**config.mk**
```make
export PLATFORM = sky130hd
export DESIGN_NAME = rv_mc_ctrl_bus_flat
export DESIGN_NICKNAME = d
export VERILOG_FILES = /design/src/rtl/rv_mc_ctrl_bus_if.sv /design/src/rtl/rv_mc_ctrl_bus.sv /design/src/flat_wrapper.sv
export SDC_FILE = /design/constraint.sdc
export NUM_CORES = 1
export LEC_CHECK = 0
export BUFFER_PORTS_ARGS = -buffer_cell sky130_fd_sc_hd__buf_2
export CAP_MARGIN = 20
export CORE_MARGIN = 3
export CORE_UTILIZATION = 55
export DETAILED_ROUTE_END_ITERATION = 7
export PLACE_DENSITY_LB_ADDON = 0.08
export SLEW_MARGIN = 20
export SYNTH_ARGS = -nofsm -noshare
export SYNTH_HDL_FRONTEND = slang
export SYNTH_SLANG_ARGS = --single-unit
```
**constraint.sdc**
```tcl
create_clock -name clk -period 3.4 [get_ports clk]
set_input_delay 0.68 -clock clk [delete_from_list [all_inputs] [get_ports clk]]
set_output_delay 0.68 -clock clk [all_outputs]
set_load 0.05 [all_outputs]
```
**src/rtl/rv_mc_ctrl_bus_if.sv**
```systemverilog
// rtl/rv_mc_ctrl_bus_if.sv - fetch handshake, datapath control and data-bus master signals of rv_mc_ctrl_bus
interface rv_mc_ctrl_bus_if;
  logic        iReq;
  logic        iReady;
  logic [31:0] iData;
  logic        PCEn;
  logic        regFileWe;
  logic        aluSrcMuxSel;
  logic [3:0]  aluControl;
  logic [2:0]  RFWDSrcMuxSel;
  logic        branch;
  logic        jal;
  logic        jalr;
  logic [2:0]  strb;
  logic        busWe;
  logic        transfer;
  logic        ready;
  logic        busErr;
  logic        trap;
  logic [1:0]  trapCause;
  logic        trapPcSel;

  modport master (
    output iReq, PCEn, regFileWe, aluSrcMuxSel, aluControl, RFWDSrcMuxSel,
           branch, jal, jalr, strb, busWe, transfer, trap, trapCause, trapPcSel,
    input  iReady, iData, ready, busErr
  );

  modport slave (
    input  iReq, PCEn, regFileWe, aluSrcMuxSel, aluControl, RFWDSrcMuxSel,
           branch, jal, jalr, strb, busWe, transfer, trap, trapCause, trapPcSel,
    output iReady, iData, ready, busErr
  );
endinterface

```
**src/rtl/rv_mc_ctrl_bus.sv**
```systemverilog
// rtl/rv_mc_ctrl_bus.sv - multi-cycle RV32I control FSM with fetch handshake, bus timeout and traps
// Optional: define TRAP_RESUME_EN for a one-cycle trap that redirects the PC and resumes fetching.
module rv_mc_ctrl_bus #(
  parameter int TIMEOUT = 16,
  parameter int TO_W    = 8
) (
  input  logic              clk,
  input  logic              reset,
  rv_mc_ctrl_bus_if.master  bus
);

  typedef enum logic [3:0] {
    ST_FETCH, ST_DECODE, ST_R_EXE, ST_I_EXE, ST_B_EXE, ST_LU_EXE, ST_AU_EXE,
    ST_J_EXE, ST_JL_EXE, ST_S_EXE, ST_S_MEM, ST_L_EXE, ST_L_MEM, ST_L_WB, ST_TRAP
  } state_t;

  state_t            r_state, w_next;
  logic [31:0]       r_ir;
  logic [TO_W-1:0]   r_wait_cnt;
  logic [1:0]        r_trap_cause, w_next_cause;
  logic              w_ir_load;
  logic              w_wait_inc;
  logic              w_timeout;
  logic [3:0]        w_op;
  logic              w_unused_ir;

  assign w_op        = {r_ir[30], r_ir[14:12]};
  assign w_timeout   = (r_wait_cnt == TO_W'(TIMEOUT - 1));
  assign w_unused_ir = ^{r_ir[31], r_ir[29:15], r_ir[11:7]};

  always_ff @(posedge clk or posedge reset) begin
    if (reset) begin
      r_state      <= ST_FETCH;
      r_ir         <= '0;
      r_wait_cnt   <= '0;
      r_trap_cause <= 2'd0;
    end else begin
      r_state      <= w_next;
      r_trap_cause <= w_next_cause;
      if (w_ir_load)
        r_ir <= bus.iData;
      // Every state change restarts the wait window; counting saturates.
      if (w_next != r_state)
        r_wait_cnt <= '0;
      else if (w_wait_inc && (r_wait_cnt != {TO_W{1'b1}}))
        r_wait_cnt <= r_wait_cnt + 1'b1;
    end
  end

  always_comb begin
    w_next             = r_state;
    w_next_cause       = r_trap_cause;
    w_ir_load          = 1'b0;
    w_wait_inc         = 1'b0;
    bus.iReq           = 1'b0;
    bus.PCEn           = 1'b0;
    bus.regFileWe      = 1'b0;
    bus.aluSrcMuxSel   = 1'b0;
    bus.aluControl     = 4'b0000;
    bus.RFWDSrcMuxSel  = 3'd0;
    bus.branch         = 1'b0;
    bus.jal            = 1'b0;
    bus.jalr           = 1'b0;
    bus.strb           = r_ir[14:12];
    bus.busWe          = 1'b0;
    bus.transfer       = 1'b0;
    bus.trap           = 1'b0;
    bus.trapCause      = r_trap_cause;
    bus.trapPcSel      = 1'b0;

    case (r_state)
      ST_FETCH: begin
        bus.iReq = 1'b1;
        if (bus.iReady) begin
          w_ir_load = 1'b1;
          w_next    = ST_DECODE;
        end else if (w_timeout) begin
          w_next       = ST_TRAP;
          w_next_cause = 2'd2;
        end else begin
          w_wait_inc = 1'b1;
        end
      end
      ST_DECODE: begin
        case (r_ir[6:0])
          7'b0110011: w_next = ST_R_EXE;
          7'b0010011: w_next = ST_I_EXE;
          7'b1100011: w_next = ST_B_EXE;
          7'b0110111: w_next = ST_LU_EXE;
          7'b0010111: w_next = ST_AU_EXE;
          7'b1101111: w_next = ST_J_EXE;
          7'b1100111: w_next = ST_JL_EXE;
          7'b0100011: w_next = ST_S_EXE;
          7'b0000011: w_next = ST_L_EXE;
          default: begin
            w_next       = ST_TRAP;
            w_next_cause = 2'd1;
          end
        endcase
      end
      ST_R_EXE: begin
        bus.regFileWe  = 1'b1;
        bus.aluControl = w_op;
        bus.PCEn       = 1'b1;
        w_next         = ST_FETCH;
      end
      ST_I_EXE: begin
        // Only SRAI carries a meaningful IR[30]; for other immediates it is immediate data.
        bus.regFileWe    = 1'b1;
        bus.aluSrcMuxSel = 1'b1;
        bus.aluControl   = (w_op == 4'b1101) ? w_op : {1'b0, w_op[2:0]};
        bus.PCEn         = 1'b1;
        w_next           = ST_FETCH;
      end
      ST_B_EXE: begin
        bus.branch     = 1'b1;
        bus.aluControl = w_op;
        bus.PCEn       = 1'b1;
        w_next         = ST_FETCH;
      end
      ST_LU_EXE, ST_AU_EXE: begin
        bus.regFileWe     = 1'b1;
        bus.RFWDSrcMuxSel = (r_state == ST_LU_EXE) ? 3'd2 : 3'd3;
        bus.PCEn          = 1'b1;
        w_next            = ST_FETCH;
      end
      ST_J_EXE, ST_JL_EXE: begin
        bus.regFileWe     = 1'b1;
        bus.RFWDSrcMuxSel = 3'd4;
        bus.jal           = 1'b1;
        bus.jalr          = (r_state == ST_JL_EXE);
        bus.PCEn          = 1'b1;
        w_next            = ST_FETCH;
      end
      ST_S_EXE: begin
        bus.aluSrcMuxSel = 1'b1;
        w_next           = ST_S_MEM;
      end
      ST_L_EXE: begin
        bus.aluSrcMuxSel  = 1'b1;
        bus.RFWDSrcMuxSel = 3'd1;
        w_next            = ST_L_MEM;
      end
      ST_S_MEM, ST_L_MEM: begin
        bus.transfer      = 1'b1;
        bus.aluSrcMuxSel  = 1'b1;
        bus.busWe         = (r_state == ST_S_MEM);
        bus.RFWDSrcMuxSel = (r_state == ST_L_MEM) ? 3'd1 : 3'd0;
        // A ready response on the last allowed cycle still completes the access.
        if (bus.ready) begin
          if (bus.busErr) begin
            w_next       = ST_TRAP;
            w_next_cause = 2'd3;
          end else if (r_state == ST_S_MEM) begin
            bus.PCEn = 1'b1;
            w_next   = ST_FETCH;
          end else begin
            w_next = ST_L_WB;
          end
        end else if (w_timeout) begin
          w_next       = ST_TRAP;
          w_next_cause = 2'd2;
        end else begin
          w_wait_inc = 1'b1;
        end
      end
      ST_L_WB: begin
        bus.regFileWe     = 1'b1;
        bus.RFWDSrcMuxSel = 3'd1;
        bus.PCEn          = 1'b1;
        w_next            = ST_FETCH;
      end
      ST_TRAP: begin
        bus.trap = 1'b1;
        bus.strb = 3'd0;
`ifdef TRAP_RESUME_EN
        bus.PCEn      = 1'b1;
        bus.trapPcSel = 1'b1;
        w_next        = ST_FETCH;
`else
        w_next = ST_TRAP;
`endif
      end
      default: w_next = ST_FETCH;
    endcase
  end

endmodule

```
**src/flat_wrapper.sv**
```systemverilog
// flat-port wrapper written by rule: the top's interface ports become plain ports
module rv_mc_ctrl_bus_flat 
#(
  parameter int TIMEOUT = 16,
  parameter int TO_W    = 8
)
  (clk, reset, bus_iReq, bus_PCEn, bus_regFileWe, bus_aluSrcMuxSel, bus_aluControl, bus_RFWDSrcMuxSel, bus_branch, bus_jal, bus_jalr, bus_strb, bus_busWe, bus_transfer, bus_trap, bus_trapCause, bus_trapPcSel, bus_iReady, bus_iData, bus_ready, bus_busErr);
  rv_mc_ctrl_bus_if bus_i ();
  input  logic clk;
  input  logic reset;
  output wire logic [$bits(bus_i.iReq)-1:0] bus_iReq;
  output wire logic [$bits(bus_i.PCEn)-1:0] bus_PCEn;
  output wire logic [$bits(bus_i.regFileWe)-1:0] bus_regFileWe;
  output wire logic [$bits(bus_i.aluSrcMuxSel)-1:0] bus_aluSrcMuxSel;
  output wire logic [$bits(bus_i.aluControl)-1:0] bus_aluControl;
  output wire logic [$bits(bus_i.RFWDSrcMuxSel)-1:0] bus_RFWDSrcMuxSel;
  output wire logic [$bits(bus_i.branch)-1:0] bus_branch;
  output wire logic [$bits(bus_i.jal)-1:0] bus_jal;
  output wire logic [$bits(bus_i.jalr)-1:0] bus_jalr;
  output wire logic [$bits(bus_i.strb)-1:0] bus_strb;
  output wire logic [$bits(bus_i.busWe)-1:0] bus_busWe;
  output wire logic [$bits(bus_i.transfer)-1:0] bus_transfer;
  output wire logic [$bits(bus_i.trap)-1:0] bus_trap;
  output wire logic [$bits(bus_i.trapCause)-1:0] bus_trapCause;
  output wire logic [$bits(bus_i.trapPcSel)-1:0] bus_trapPcSel;
  input wire logic [$bits(bus_i.iReady)-1:0] bus_iReady;
  input wire logic [$bits(bus_i.iData)-1:0] bus_iData;
  input wire logic [$bits(bus_i.ready)-1:0] bus_ready;
  input wire logic [$bits(bus_i.busErr)-1:0] bus_busErr;
  assign bus_iReq = bus_i.iReq;
  assign bus_PCEn = bus_i.PCEn;
  assign bus_regFileWe = bus_i.regFileWe;
  assign bus_aluSrcMuxSel = bus_i.aluSrcMuxSel;
  assign bus_aluControl = bus_i.aluControl;
  assign bus_RFWDSrcMuxSel = bus_i.RFWDSrcMuxSel;
  assign bus_branch = bus_i.branch;
  assign bus_jal = bus_i.jal;
  assign bus_jalr = bus_i.jalr;
  assign bus_strb = bus_i.strb;
  assign bus_busWe = bus_i.busWe;
  assign bus_transfer = bus_i.transfer;
  assign bus_trap = bus_i.trap;
  assign bus_trapCause = bus_i.trapCause;
  assign bus_trapPcSel = bus_i.trapPcSel;
  assign bus_i.iReady = bus_iReady;
  assign bus_i.iData = bus_iData;
  assign bus_i.ready = bus_ready;
  assign bus_i.busErr = bus_busErr;
  rv_mc_ctrl_bus #(.TIMEOUT(TIMEOUT), .TO_W(TO_W)) u_core (.clk(clk), .reset(reset), .bus(bus_i));
endmodule
```
# Word-level counts from Yosys, hierarchy flattened
# Index checks and enable logic that the tools add are counted.
dict set report op_classes {
  addsub 1
  eq_ne 30
  mux 40
  reduce_logical 14
}
# operator n
set ops {}
lappend ops {{4-bit one-hot mux with 9 select lines} 1}
lappend ops {{4-bit == test, second input constant} 8}
lappend ops {{4-bit two-way mux} 6}
lappend ops {{4-bit one-hot mux with 6 select lines} 1}
lappend ops {{7-bit by 6-bit == test with 1-bit output, second input constant} 3}
lappend ops {{7-bit == test, second input constant} 3}
lappend ops {{1-bit two-way mux} 19}
lappend ops {{4-bit by 3-bit == test with 1-bit output, second input constant} 4}
lappend ops {{8-bit two-way mux} 2}
lappend ops {{7-bit by 5-bit == test with 1-bit output, second input constant} 2}
lappend ops {{3-bit one-hot mux with 4 select lines} 1}
lappend ops {{2-bit two-way mux} 5}
lappend ops {{2-bit OR reduction} 5}
lappend ops {{9-bit OR reduction} 1}
lappend ops {{8-bit by 1-bit adder with 8-bit output, second input constant} 1}
lappend ops {{4-bit by 2-bit == test with 1-bit output, second input constant} 2}
lappend ops {{8-bit by 4-bit == test with 1-bit output, second input constant} 1}
lappend ops {{8-bit != test, second input constant} 1}
lappend ops {{4-bit one-hot mux with 2 select lines} 1}
lappend ops {{8-bit OR reduction} 1}
lappend ops {{7-bit by 2-bit == test with 1-bit output, second input constant} 1}
lappend ops {{7-bit OR reduction} 1}
lappend ops {{2-bit one-hot mux with 3 select lines} 1}
lappend ops {{5-bit OR reduction} 1}
lappend ops {{11 further kinds} 13}
dict set report totals {
  ff_bits 45
  in_bits 37
  out_inout_bits 23
  elab_cells 89
}

# Longest topological paths before layout
dict set report depth {
  word_depth 7
  depth_mapped 8
  ltp_nobuf 7
}

# Least setup slack after synthesis
# No wires, ideal clock.
dict set report synth_timing {
  path_kind {register to output}
  from {register u_core.r_state[2]}
  to {output bus_RFWDSrcMuxSel[2]}
  arrival_ns 2.950
  t_required_ns 2.720
  setup_slack_ns -0.230
  path_stages_with_launch 7
  n_path_buf 4
  cell_sequence {dfrtp_1 -> buf_6 -> clkbuf_1 -> clkbuf_1 -> nor3_1 -> o21bai_1 -> buf_4}
}
dict set report synth_between {
  elab_chain_len 3
  word_cells_on_any_way 13
  classes_between {eq/ne: 8; mux: 1; reduce/logical: 4}
}
# element line
set synth_lines {}
lappend synth_lines {{from (decl)} rv_mc_ctrl_bus.sv:17} ;# state_t r_state, w_next;
lappend synth_lines {{from (signal assigned)} rv_mc_ctrl_bus.sv:38} ;# r_state <= w_next;
lappend synth_lines {{4-bit == test / 4-bit by 3-bit == test with 1-bit output (equally long branches)} rv_mc_ctrl_bus.sv:71} ;# case (r_state)
lappend synth_lines {{2-bit OR reduction, on equally long branches} --}
lappend synth_lines {{3-bit one-hot mux with 4 select lines (*)} rv_mc_ctrl_bus.sv:71}
lappend synth_lines {{to (decl)} flat_wrapper.sv:16} ;# output wire logic [$bits(bus_i.RFWDSrcMuxSel)-1:0] bus_RFWDSrcMuxSel;
# Mark *: on every way between the ends. The rest lies on a longest branch, timed or not.

# Worst setup path in the final report
dict set report layout_timing {
  from {register u_core.r_state[1]}
  to {output bus_aluControl[3]}
}
dict set report layout_between {
  elab_chain_len 3
  word_cells_on_any_way 5
  classes_between {eq/ne: 3; mux: 1; reduce/logical: 1}
}
# element line
set layout_lines {}
lappend layout_lines {{4-bit by 2-bit == test with 1-bit output / 4-bit by 3-bit == test with 1-bit output (equally long branches)} rv_mc_ctrl_bus.sv:71}
lappend layout_lines {{2-bit OR reduction (no line)} --}
lappend layout_lines {{4-bit one-hot mux with 2 select lines (*)} rv_mc_ctrl_bus.sv:71}
lappend layout_lines {{to (decl)} flat_wrapper.sv:15} ;# output wire logic [$bits(bus_i.aluControl)-1:0] bus_aluControl;
# Marked as above.

==> impl_metrics.json <==
{
  "seq_area_frac_synth_pct": 34.3,
  "clock_latency_ns": 0.33,
  "cp_max_fo": 26,
  "period_share_pct": 87.2,
  "final_nets": 278,
  "startpoint_type": "flip-flop",
  "crit_required_ns": 2.72,
  "maxSlewViolCount": 0,
  "clock-sinks": 25,
  "drc_errors": 0,
  "cts_hold_buf": 0,
  "core_um2": 3100,
  "synth-edff-count": 0,
  "setup_ws_ns": 0.435,
  "finalPower_w": 0.00189,
  "fillers": 285,
  "setup_viol": 0,
  "yosys.area.top_type": "dfrtp_1",
  "p_clk_share_pct": 7.3,
  "max_freq_mhz": 337,
  "worstPathArrival_ns": 2.29,
  "power_leakage_nw": 0.898,
  "hold_viol_final": 0,
  "synthArstFlopShare_pct": 100,
  "syn_area_um2": 1820,
  "wire_per_inst_um": 13.7,
  "p_sw_share_pct": 55.3,
  "maxSlewHeadroom_pct": 37.6,
  "peakVddDrop_v": 0.000434,
  "status": "complete, no violations",
  "crit_path_cell_trace": "nor2b_1 -> nand3_1 -> o22ai_1 -> and3b_1 -> buf_2",
  "netlist_instances": 212,
  "power.switching_w": 0.00104,
  "port-buffer-count": 37,
  "cts_setup_buffers": 0,
  "cp_slowest_cell": "dfrtp_1",
  "syn_nets": 250,
  "grt.overflow.total": 0,
  "fin_crit_ns": 2.97,
  "via_per_inst": 5.91,
  "cts_tree": "done",
  "p_comb_share_pct": 61.6,
  "initial_core_util_pct": 58.7,
  "maxCapViolCount": 0,
  "vias": 1672,
  "cp_top_family": "flip-flops",
  "antenna_found_initial": 0,
  "final_core_util_pct": 65.1,
  "crit_type": "flip-flop to output pin",
  "max-clock-path-buffers": 2,
  "cp_slowest_stage_delay_ns": 0.87,
  "die_w_um": 63.6,
  "synth_flop_cell": "dfrtp_1",
  "clk_pin_slew_ns": 0.14,
  "final_cell_mix": "buf_2 (37), dfrtp_1 (25), o21ai_0 (16)",
  "htree_levels": 1,
  "antennaDiodeCount": 0,
  "layout-area-overhead-vs-synth_pct": 10.9,
  "worst_slew_pin_slew_ns": 0.935,
  "p_int_w": 0.000843,
  "drt-pass1-iter-count": 4,
  "cts_root_buf": "clkbuf_4",
  "yosysUniqueCellTypes": 55,
  "avgSynthCellArea_um2": 8.59,
  "ys_warn_count": 0,
  "die_h_um": 63.6,
  "synthTopCellsByArea": "dfrtp_1 (34%), mux2_2 (6.8%), o21ai_0 (4.4%), nor3_1 (4.1%), a21oi_1 (3.6%)",
  "final_common_cell": "buf_2",
  "fin_skew_ns": 0.00966,
  "cp.buffers_inverters": 1,
  "numCtsBuffers": 3,
  "pin_count": 60,
  "rows": 20,
  "pwr_density_cell_nw_per_um2": 935,
  "ys_ff_latch": 25,
  "grt_pass1_vias": 1522,
  "cts_resized": 0,
  "grt_use_total_pct": 19.8,
  "detailed_place_hpwl_um": 2930,
  "grt_start_max_net_pins": 28,
  "hp-class": "flip-flop to flip-flop",
  "synth_top_area_share_pct": 34.3,
  "grt_setup_unrepaired": "false",
  "dpl_worst_slack_ns": 0.782,
  "power_frac_seq_pct": 31.2,
  "setup_tns_ns": 0,
  "first_iter_violations": 280,
  "place_congestion": 0.840,
  "end_kind": "output pin",
  "grt_pass1_wl_um": 6600,
  "ant_nets": 0,
  "wirelength_um": 3890,
  "drive_gt1_share_pct": 26.4,
  "die_area_um2": 4040
}
## power groups by stage
stage               Sequential, W  Clock (W)  Combinational, W
floorplan                0.000486          0           0.00105
global placement         0.000580          0           0.00113
detailed placement       0.000592          0           0.00116
CTS                      0.000586   0.000142           0.00116
global route             0.000622   0.000153           0.00125
finish                   0.000589   0.000137           0.00116
## layer usage
metal | vias up | track usage (%) | share of wire, %
met5 | - | 0 | 0
met4 | 0 | 6.74 | 1.2
met3 | 6 | 3.03 | 7.0
met2 | 68 | 34.3 | 49
met1 | 778 | 24.9 | 43
li1 | 820 | - | -
## cells in the mapped netlist (all sizes together) (5+ instances only)
cell / count
a21o: 6
a21oi: 13
and2: 6
buf: 8
clkbuf: 6
dfrtp: 25
inv: 6
mux2: 11
nand2: 15
nand2b: 7
nand3: 6
nor2: 13
nor2b: 5
nor3: 16
o21ai: 18
xnor2: 7
## final timing paths
check,startpoint,to,slack (ns),cells past startpoint
max,u_core.r_state[1],bus_aluControl[3],0.43,5
min reg2reg,u_core.bus.trapCause[0],u_core.bus.trapCause[0],0.50,1
min in group asynchronous,reset,u_core.r_wait_cnt[2],0.53,2
max reg2reg,u_core.r_state[2],u_core.r_wait_cnt[1],0.75,5
min,u_core.bus.trapCause[0],u_core.bus.trapCause[0],0.50,1
max in group asynchronous,reset,u_core.r_ir[2],2.29,2
## layout make-up
cell class / count / area, µm² / share of cell area, %
clock buffers: 3 / 22.5 / 1.12
clock inverters: 1 / 7.51 / 0.372
inverters: 6 / 22.5 / 1.12
multi-input cells: 167 / 1100 / 54.5
flip-flops and latches: 25 / 626 / 31.0
well taps: 44 / 55.1 / 2.73
repair buffers: 37 / 185 / 9.17
## metrics by stage
step | cells | area [µm²] | hold WS [ns]
2_1_floorplan | 212 | 1830 | 0.471
3_3_place_gp | 279 | 1990 | 0.464
3_5_place_dp | 279 | 1990 | 0.470
4_1_cts | 283 | 2020 | 0.501
5_1_grt | 283 | 2020 | 0.521
6_report | 283 | 2020 | 0.497
## sequential cells by signal, indices dropped and copies added, names as in the netlist
name and count:
u_core.r_state 4, u_core.bus.trapCause 2, u_core.r_wait_cnt 8, u_core.r_ir 11
## cell families (layout without fill, tap and decap cells)
family                     Yosys count  in the layout  share of synthesized area [%]
AOI/OAI and AO/OA                   59             59                           21.2
other                                1              1                          0.206
adders and majority gates            1              1                          0.687
DFF                                 25             25                           34.3
buffers and inverters               20             47                           5.49
and+or+nand+nor                     86             86                           26.4
xor gates and xnor gates             8              8                           4.26
muxes                               12             12                           7.35
Note: power is estimated with default switching activity, not from simulation.
